<file path="src/rtl/truth_table_sweeper.sv">
// ---------------------------------------------------------------------------
// truth_table_sweeper
//
// Walks a 4-input combinational function through all 16 input rows, holds
// each row for SETTLE cycles so the function output can settle, samples the
// function output once per row, and compares the captured truth table with
// a golden table.
//
// Parameters
//   SETTLE      cycles each row is held before it is sampled (1..15)
//
// Ports
//   clk         single clock, rising-edge active
//   rst_n       asynchronous active-low reset
//   start       request a full 16-row sweep (ignored while busy)
//   s_in        output of the function under test
//   expected    golden truth table, bit i = expected output for row i
//   x, y, w, z  stimulus into the function, x is MSB, z is LSB
//   busy        sweep in progress
//   done        sweep complete, result outputs valid
//   table_out   captured truth table, bit i = s_in sampled for row i
//   mismatch    table_out differs from expected
//   fail_index  lowest row where table_out and expected differ (0 if none)
// ---------------------------------------------------------------------------
module truth_table_sweeper #(
    parameter int SETTLE = 1
) (
    input  logic        clk,
    input  logic        rst_n,
    input  logic        start,
    input  logic        s_in,
    input  logic [15:0] expected,
    output logic        x,
    output logic        y,
    output logic        w,
    output logic        z,
    output logic        busy,
    output logic        done,
    output logic [15:0] table_out,
    output logic        mismatch,
    output logic [3:0]  fail_index
);

    // Four bits covers every legal SETTLE; the counter only ever reaches
    // SETTLE-1 before handing over to SAMPLE.
    localparam int               CNT_W       = 4;
    localparam logic [CNT_W-1:0] SETTLE_LAST = CNT_W'(SETTLE - 1);

    typedef enum logic [1:0] {
        IDLE,
        DRIVE,
        SAMPLE,
        DONE
    } state_t;

    state_t           state;
    state_t           state_next;
    logic [3:0]       idx;
    logic [3:0]       idx_next;
    logic [CNT_W-1:0] settle_cnt;
    logic [CNT_W-1:0] settle_cnt_next;
    logic [15:0]      table_next;
    logic             mismatch_next;
    logic [3:0]       fail_index_next;

    logic [15:0]      final_table;
    logic [15:0]      diff;
    logic [3:0]       lowest_diff;

    // Result of the current SAMPLE cycle: the stored table with the bit for
    // the current row replaced by s_in. At the row-15 sample this is the
    // complete table, so the comparison against expected can be formed in
    // the same cycle and registered on DONE entry. Scanning from the top
    // down lets the lowest differing row win.
    always_comb begin
        final_table      = table_out;
        final_table[idx] = s_in;
        diff             = final_table ^ expected;
        lowest_diff      = 4'd0;
        for (int i = 15; i >= 0; i--) begin
            if (diff[i]) begin
                lowest_diff = 4'(i);
            end
        end
    end

    // Next-state and datapath update logic. Everything holds by default;
    // a start from IDLE or DONE clears the results and launches row 0,
    // DRIVE counts out the settle time, and SAMPLE captures one row and
    // either advances to the next row or finishes the sweep. start is not
    // looked at in DRIVE or SAMPLE, so a start during a sweep is ignored.
    always_comb begin
        state_next      = state;
        idx_next        = idx;
        settle_cnt_next = settle_cnt;
        table_next      = table_out;
        mismatch_next   = mismatch;
        fail_index_next = fail_index;

        case (state)
            IDLE, DONE: begin
                if (start) begin
                    state_next      = DRIVE;
                    idx_next        = 4'd0;
                    settle_cnt_next = '0;
                    table_next      = 16'h0000;
                    mismatch_next   = 1'b0;
                    fail_index_next = 4'd0;
                end
            end

            DRIVE: begin
                if (settle_cnt == SETTLE_LAST) begin
                    state_next      = SAMPLE;
                    settle_cnt_next = '0;
                end else begin
                    settle_cnt_next = settle_cnt + CNT_W'(1);
                end
            end

            SAMPLE: begin
                table_next = final_table;
                if (idx == 4'd15) begin
                    state_next      = DONE;
                    mismatch_next   = |diff;
                    fail_index_next = lowest_diff;
                end else begin
                    state_next = DRIVE;
                    idx_next   = idx + 4'd1;
                end
            end

            default: begin
                state_next = IDLE;
            end
        endcase
    end

    // State register. Reset drops straight back to IDLE, which aborts any
    // sweep in progress; a new start is needed afterwards.
    always_ff @(posedge clk or negedge rst_n) begin
        if (!rst_n) begin
            state <= IDLE;
        end else begin
            state <= state_next;
        end
    end

    // Row index, settle counter and result registers. Reset discards any
    // partial table so nothing from an aborted sweep is ever visible.
    always_ff @(posedge clk or negedge rst_n) begin
        if (!rst_n) begin
            idx        <= 4'd0;
            settle_cnt <= '0;
            table_out  <= 16'h0000;
            mismatch   <= 1'b0;
            fail_index <= 4'd0;
        end else begin
            idx        <= idx_next;
            settle_cnt <= settle_cnt_next;
            table_out  <= table_next;
            mismatch   <= mismatch_next;
            fail_index <= fail_index_next;
        end
    end

    // Status and stimulus outputs decode directly from registered state, so
    // they follow reset immediately. Outside a sweep the function inputs
    // are parked at row 0.
    assign busy         = (state == DRIVE) || (state == SAMPLE);
    assign done         = (state == DONE);
    assign {x, y, w, z} = busy ? idx : 4'b0000;

endmodule

</file>
<file path="config.mk">
export PLATFORM = sky130hd
export DESIGN_NAME = truth_table_sweeper
export DESIGN_NICKNAME = d
export VERILOG_FILES = /design/src/rtl/truth_table_sweeper.sv
export SDC_FILE = /design/constraint.sdc
export NUM_CORES = 1
export LEC_CHECK = 0
export BUFFER_PORTS_ARGS = -buffer_cell sky130_fd_sc_hd__clkbuf_2
export CORE_UTILIZATION = 55
export CTS_CLUSTER_SIZE = 20
export DETAILED_ROUTE_END_ITERATION = 12
export PLACE_DENSITY_LB_ADDON = 0.25
export SYNTH_ARGS = -nofsm -noshare
export SYNTH_HDL_FRONTEND = slang
export SYNTH_SLANG_ARGS = --single-unit
export TNS_END_PERCENT = 5
</file>
<file path="constraint.sdc">
create_clock -name clk -period 3.4 [get_ports clk]
set_input_delay 0.68 -clock clk [delete_from_list [all_inputs] [get_ports clk]]
set_output_delay 0.68 -clock clk [all_outputs]
set_load 0.05 [all_outputs]
</file>
Yosys cells after proc, flatten, opt, wreduce, memory -nomap -nowiden
Cells that the tools add are included.
{"block": "classes", "muxes": 36, "reduce_logical": 13, "bitwise": 1, "magnitude_cmp": 2, "n_eq_ne": 8, "addsub": 2}
{"cell": "4-bit 2-to-1 mux", "count": 21}
{"cell": "16-bit one-hot mux with 2 select lines", "count": 1}
{"cell": "4-bit one-hot mux with 2 select lines", "count": 3}
{"cell": "16-bit bitwise mux", "count": 1}
{"cell": "16-bit 2-to-1 mux", "count": 1}
{"cell": "16-bit OR reduction", "count": 1}
{"cell": "16-bit bitwise XOR", "count": 1}
{"cell": "4-bit by 1-bit adder with 4-bit output, second input constant", "count": 2}
{"cell": "2-bit != test, second input constant", "count": 4}
{"cell": "2-bit 2-to-1 mux", "count": 3}
{"cell": "2-bit one-hot mux with 3 select lines", "count": 1}
{"cell": "2-bit AND reduction", "count": 3}
{"cell": "3-bit AND reduction", "count": 2}
{"cell": "4-bit by 5-bit less-than comparator with 1-bit output, second input constant", "count": 1}
{"cell": "1-bit demux with 4-bit select", "count": 1}
{"cell": "2-bit == test, second input constant", "count": 2}
{"cell": "4-bit == test, second input constant", "count": 1}
{"cell": "4-bit by 1-bit greater-or-equal comparator with 1-bit output, second input constant", "count": 1}
{"cell": "4-bit zero test", "count": 1}
{"cell": "2-bit nonzero test", "count": 2}
{"cell": "1-bit 2-to-1 mux", "count": 3}
{"cell": "2-bit by 1-bit == test with 1-bit output, second input constant", "count": 1}
{"cell": "2-bit zero test", "count": 1}
{"cell": "1-bit one-hot mux with 2 select lines", "count": 1}
{"cell": "other kinds (3)", "count": 3}
{"block": "word_totals", "wordCells": 68, "inputBits": 20, "out_inout_bits": 27, "regBits": 31}

Longest topological paths before layout
{"block": "logic_depth", "depth_word": 24, "ltp_mapped": 8, "depth_no_buf": 8}

Worst setup path before layout
OpenSTA, ideal clock, no wires.
{"block": "synth_path", "path_type": "reg-to-reg", "start": "reg idx[0]", "end": "reg fail_index[0]", "setup_slack_ns": 0.902, "arrival_time_ns": 2.395, "n_path_buf": 0, "path_stages_with_launch": 9, "path_cell_list": "dfrtp_1 > inv_1 > ha_1 > nor3b_1 > mux2i_1 > xnor2_1 > or3_1 > or4_1 > o311ai_1"}
{"block": "synth_between", "elab_chain_len": 24, "word_cells_on_any_way": 28}
{"item": "from (decl)", "line": "58", "text": "logic [3:0] idx;"}
{"item": "from (signal assigned)", "line": "159", "text": "idx <= idx_next;"}
{"item": "4-bit by 5-bit less-than comparator with 1-bit output (not written as such) or 4-bit by 1-bit greater-or-equal comparator with 1-bit output (tied branches)", "line": "77", "text": "final_table[idx] = s_in;"}
{"item": "1-bit logical AND (not written as such)", "line": "77"}
{"item": "1-bit 2-to-1 mux (not written as such)", "line": "77"}
{"item": "1-bit demux with 4-bit select", "line": "77"}
{"item": "16-bit bitwise mux", "line": "77"}
{"item": "16-bit bitwise XOR", "line": "78", "text": "diff = final_table ^ expected;"}
{"item": "4-bit 2-to-1 mux (16 in series)", "line": "81", "text": "if (diff[i]) begin"}
{"item": "4-bit 2-to-1 mux", "line": "123", "text": "if (idx == 4'd15) begin"}
{"item": "4-bit one-hot mux with 2 select lines", "line": "100", "text": "case (state)"}
{"item": "to (signal assigned)", "line": "163", "text": "fail_index <= fail_index_next;"}
{"item": "to (decl)", "line": "41", "text": "output logic [3:0] fail_index"}
Several ways; a longest one is shown, not always the timed one. The select of a mux whose other input is x is not followed.
A chain may end at the register's enable or synchronous reset.

Worst setup path after layout
Ends and elaborated chain as after synthesis.

==> flow_summary_export.csv <==
group,metric,value,unit
routing,firstDrtPassIters,4,
power_and_ir_drop,p_clk_frac,0.226,
critical_path,critPathKind,"flip-flop to flip-flop",
min_path,hp-class,"input port to async pin",
power_and_ir_drop,swShare,0.447,
timing,tightest_slew,0.798,ns
routing,drc,0,
critical_path,cp.required,3.57,ns
synth,yosysTopAreaCell,"dfrtp_1",
synth,synth_cell_type_count,42,
critical_path,rr_worst_depth,8,
grt,grt_pass1_wl,8770,µm
timing,fmax,0.355,GHz
clock_tree,cts_hold_buf,0,
power_and_ir_drop,switchingPower,638,µW
timing,final.setup.tns,0,ns
timing,setup_viol,0,
floorplanning,dieArea,0.00420,mm²
timing,skew,0.00308,ns
placement,routabilityCongestion,0.888,
routing,drt_iter0_drc,106,
grt,antenna_found_initial,0,
clock_tree,ctsRootBufferMaster,"clkbuf_8",
timing,period_needed,2.82,ns
routing,postRouteAntennaNets,0,
synth,synth-seq-cells,31,
clock_tree,numCtsBuffers,5,
synth,syn_area,0.00217,mm²
clock_tree,clock_latency,0.28,ns
grt,grt.total_usage,0.275,
critical_path,crit_fanout,7,
power_and_ir_drop,power.density,567,mW/mm²
clock_tree,post_cts_resize_count,0,
layout,finalNonFillerCells,340,
synth,ys_top_cells_by_area,"dfrtp_1 36%, mux2i_1 7.8%, xnor2_1 6.5%",
placement,dpl.hpwl,3780,µm
placement,portBuffers,46,
floorplanning,core_region_area,0.00372,mm²
clock_tree,cts.clk_slew.worst_paths,0.06,ns
clock_tree,post_cts_buffers,0,
flow_run,cap_violations,0,
layout,diodes,0,
synth,syn_area_per_cell,8.72,µm²
clock_tree,cts_htree_levels,2,
timing,grt_setup_unrepaired,"false",
routing,via_per_inst,5.88,
synth,postSynthCellCount,249,
critical_path,regToRegStartpoint,"idx[0]",
routing,wl_per_cell,15.5,µm
layout,utilization,0.677,
synth,synth_top_area_frac,0.357,
routing,dr_total_vias,1998,
timing,period_share,0.828,
synth,synthFlopType,"dfrtp_1",
synth,synthesis.nets,279,
timing,final_hold_viol_count,0,
power_and_ir_drop,intPower,789,µW
layout,syn2layout_area_growth,15.9,%
timing,relSlewSlack,0.468,
status,outcome,"finished clean",
power_and_ir_drop,p_total,1.43,mW
synth,synth_warnings,0,
floorplanning,initial_core_util,0.584,
floorplanning,ios,47,
power_and_ir_drop,peakVddDrop,668,µV
critical_path,worstPathArrival,2.99,ns
floorplanning,row_count,22,
critical_path,end_kind,"flip-flop",
layout,final_cell_mix,"46 x clkbuf_2, 31 x dfrtp_1, 19 x inv_1, 19 x nand2_1, 17 x mux2i_1",
grt,grt-ovfl-total,0,
layout,drive_above_1_share,0.202,
layout,final_common_cell,"clkbuf_2",
critical_path,r2r_end,"fail_index[0]",
clock_tree,clk_path_buf_depth,2,
placement,place_inst,332,
power_and_ir_drop,comb_power_share,0.473,
floorplanning,die_h,64.8,µm
layout,finalInstanceArea,0.00252,mm²
floorplanning,die_w,64.8,µm
critical_path,worstSetupStartpointType,"flip-flop",
grt,first_global_vias,1875,
synth,synth-edff-count,0,
placement,dpl_cell_area,0.00242,mm²
synth,synthArstFlopShare,1.00,
timing,drv_slew,0,
critical_path,r2r_slack,0.58,ns
routing,totalWireLength,5270,µm
layout,nets,321,
synth,yosysSeqAreaShare,0.357,
clock_tree,cts.sinks,31,
power_and_ir_drop,p_leak,1.21,nW
grt,grt_max_degree,32,
clock_tree,cts_tree,"yes",
power_and_ir_drop,seqPwrFrac,0.301,
## synth_stat cells, types with 3 or more instances
| master | count |
|---|---|
| a21oi_1 | 13 |
| nor3_1 | 6 |
| nor3b_1 | 5 |
| xnor2_1 | 16 |
| nor2_1 | 15 |
| nand4_1 | 3 |
| o22ai_1 | 11 |
| nor2b_1 | 5 |
| nand2_1 | 19 |
| inv_1 | 19 |
| nor4_1 | 5 |
| buf_2 | 3 |
| clkbuf_1 | 8 |
| o21ai_0 | 16 |
| ha_1 | 10 |
| dfrtp_1 | 31 |
| nand3b_1 | 8 |
| mux2i_1 | 17 |
| nand3_1 | 7 |
| a32o_1 | 3 |
## power by group through the flow
stage / clock network (mW) / logic (mW) / registers (mW)
2_1_floorplan: 0 / 0.484 / 0.457
5_1_grt: 0.344 / 0.747 / 0.435
4_1_cts: 0.327 / 0.672 / 0.429
6_report: 0.323 / 0.675 / 0.429
3_3_place_gp: 0 / 0.663 / 0.433
3_5_place_dp: 0 / 0.665 / 0.436
## metrics by stage
stage                     hold slack (ns)  setup slack (ns)
after floorplan                     0.384             0.902
after global placement              0.476             0.801
after detailed placement            0.488             0.726
after CTS                           0.492             0.613
after global routing                0.521             0.376
final                               0.470             0.584
## state kept, by name, summed over array words and instances, names as in the netlist
register and cells:
fail_index 4, idx 4, mismatch 1, settle_cnt 4
state 2, table_out 16
## area by class of cell
type	count	area (µm²)
fill	313	1200
clock buffer	8	100
sequential	31	776
tap	48	60.1
inverter	19	71.3
multi-input combinational	187	1270
timing repair buffer	47	238
## kinds of logic after synthesis
| logic type | share of synthesized area |
|---|---|
| and+or+nand+nor | 0.205 |
| AOI/OAI and AO/OA | 0.176 |
| buffers and inverters | 0.0571 |
| DFF | 0.357 |
| xor gates and xnor gates | 0.0686 |
| muxes | 0.0784 |
| adders and majority gates | 0.0576 |
## worst max-delay path by stage
| stage | startpoint | end | slack [ns] | depth (start not counted) |
|---|---|---|---|---|
| final | idx[0] | fail_index[0] | 0.58 | 8 |
| after global routing | idx[0] | fail_index[0] | 0.38 | 8 |
| after CTS | idx[0] | fail_index[0] | 0.61 | 8 |
| after detailed placement | idx[0] | fail_index[0] | 0.73 | 8 |
| after global placement | idx[0] | fail_index[0] | 0.80 | 8 |
| after floorplan | idx[0] | fail_index[0] | 0.90 | 8 |
## critical path, cell delays in order (launching register included)
cell	delay, ns
dfrtp_1	0.46
inv_1	0.17
ha_1	0.26
nor3b_1	0.32
mux2i_1	0.26
xnor2_1	0.11
or3_1	0.33
or4_1	0.49
o311ai_1	0.31
## metal layers
| layer | wire, µm | track usage |
|---|---|---|
| met1 | 2400 | 0.352 |
| met2 | 2580 | 0.456 |
| met3 | 236 | 0.0687 |
| met4 | 51 | 0.0833 |
| met5 | 0 | 0 |
Power figures use the tool's default switching activity.
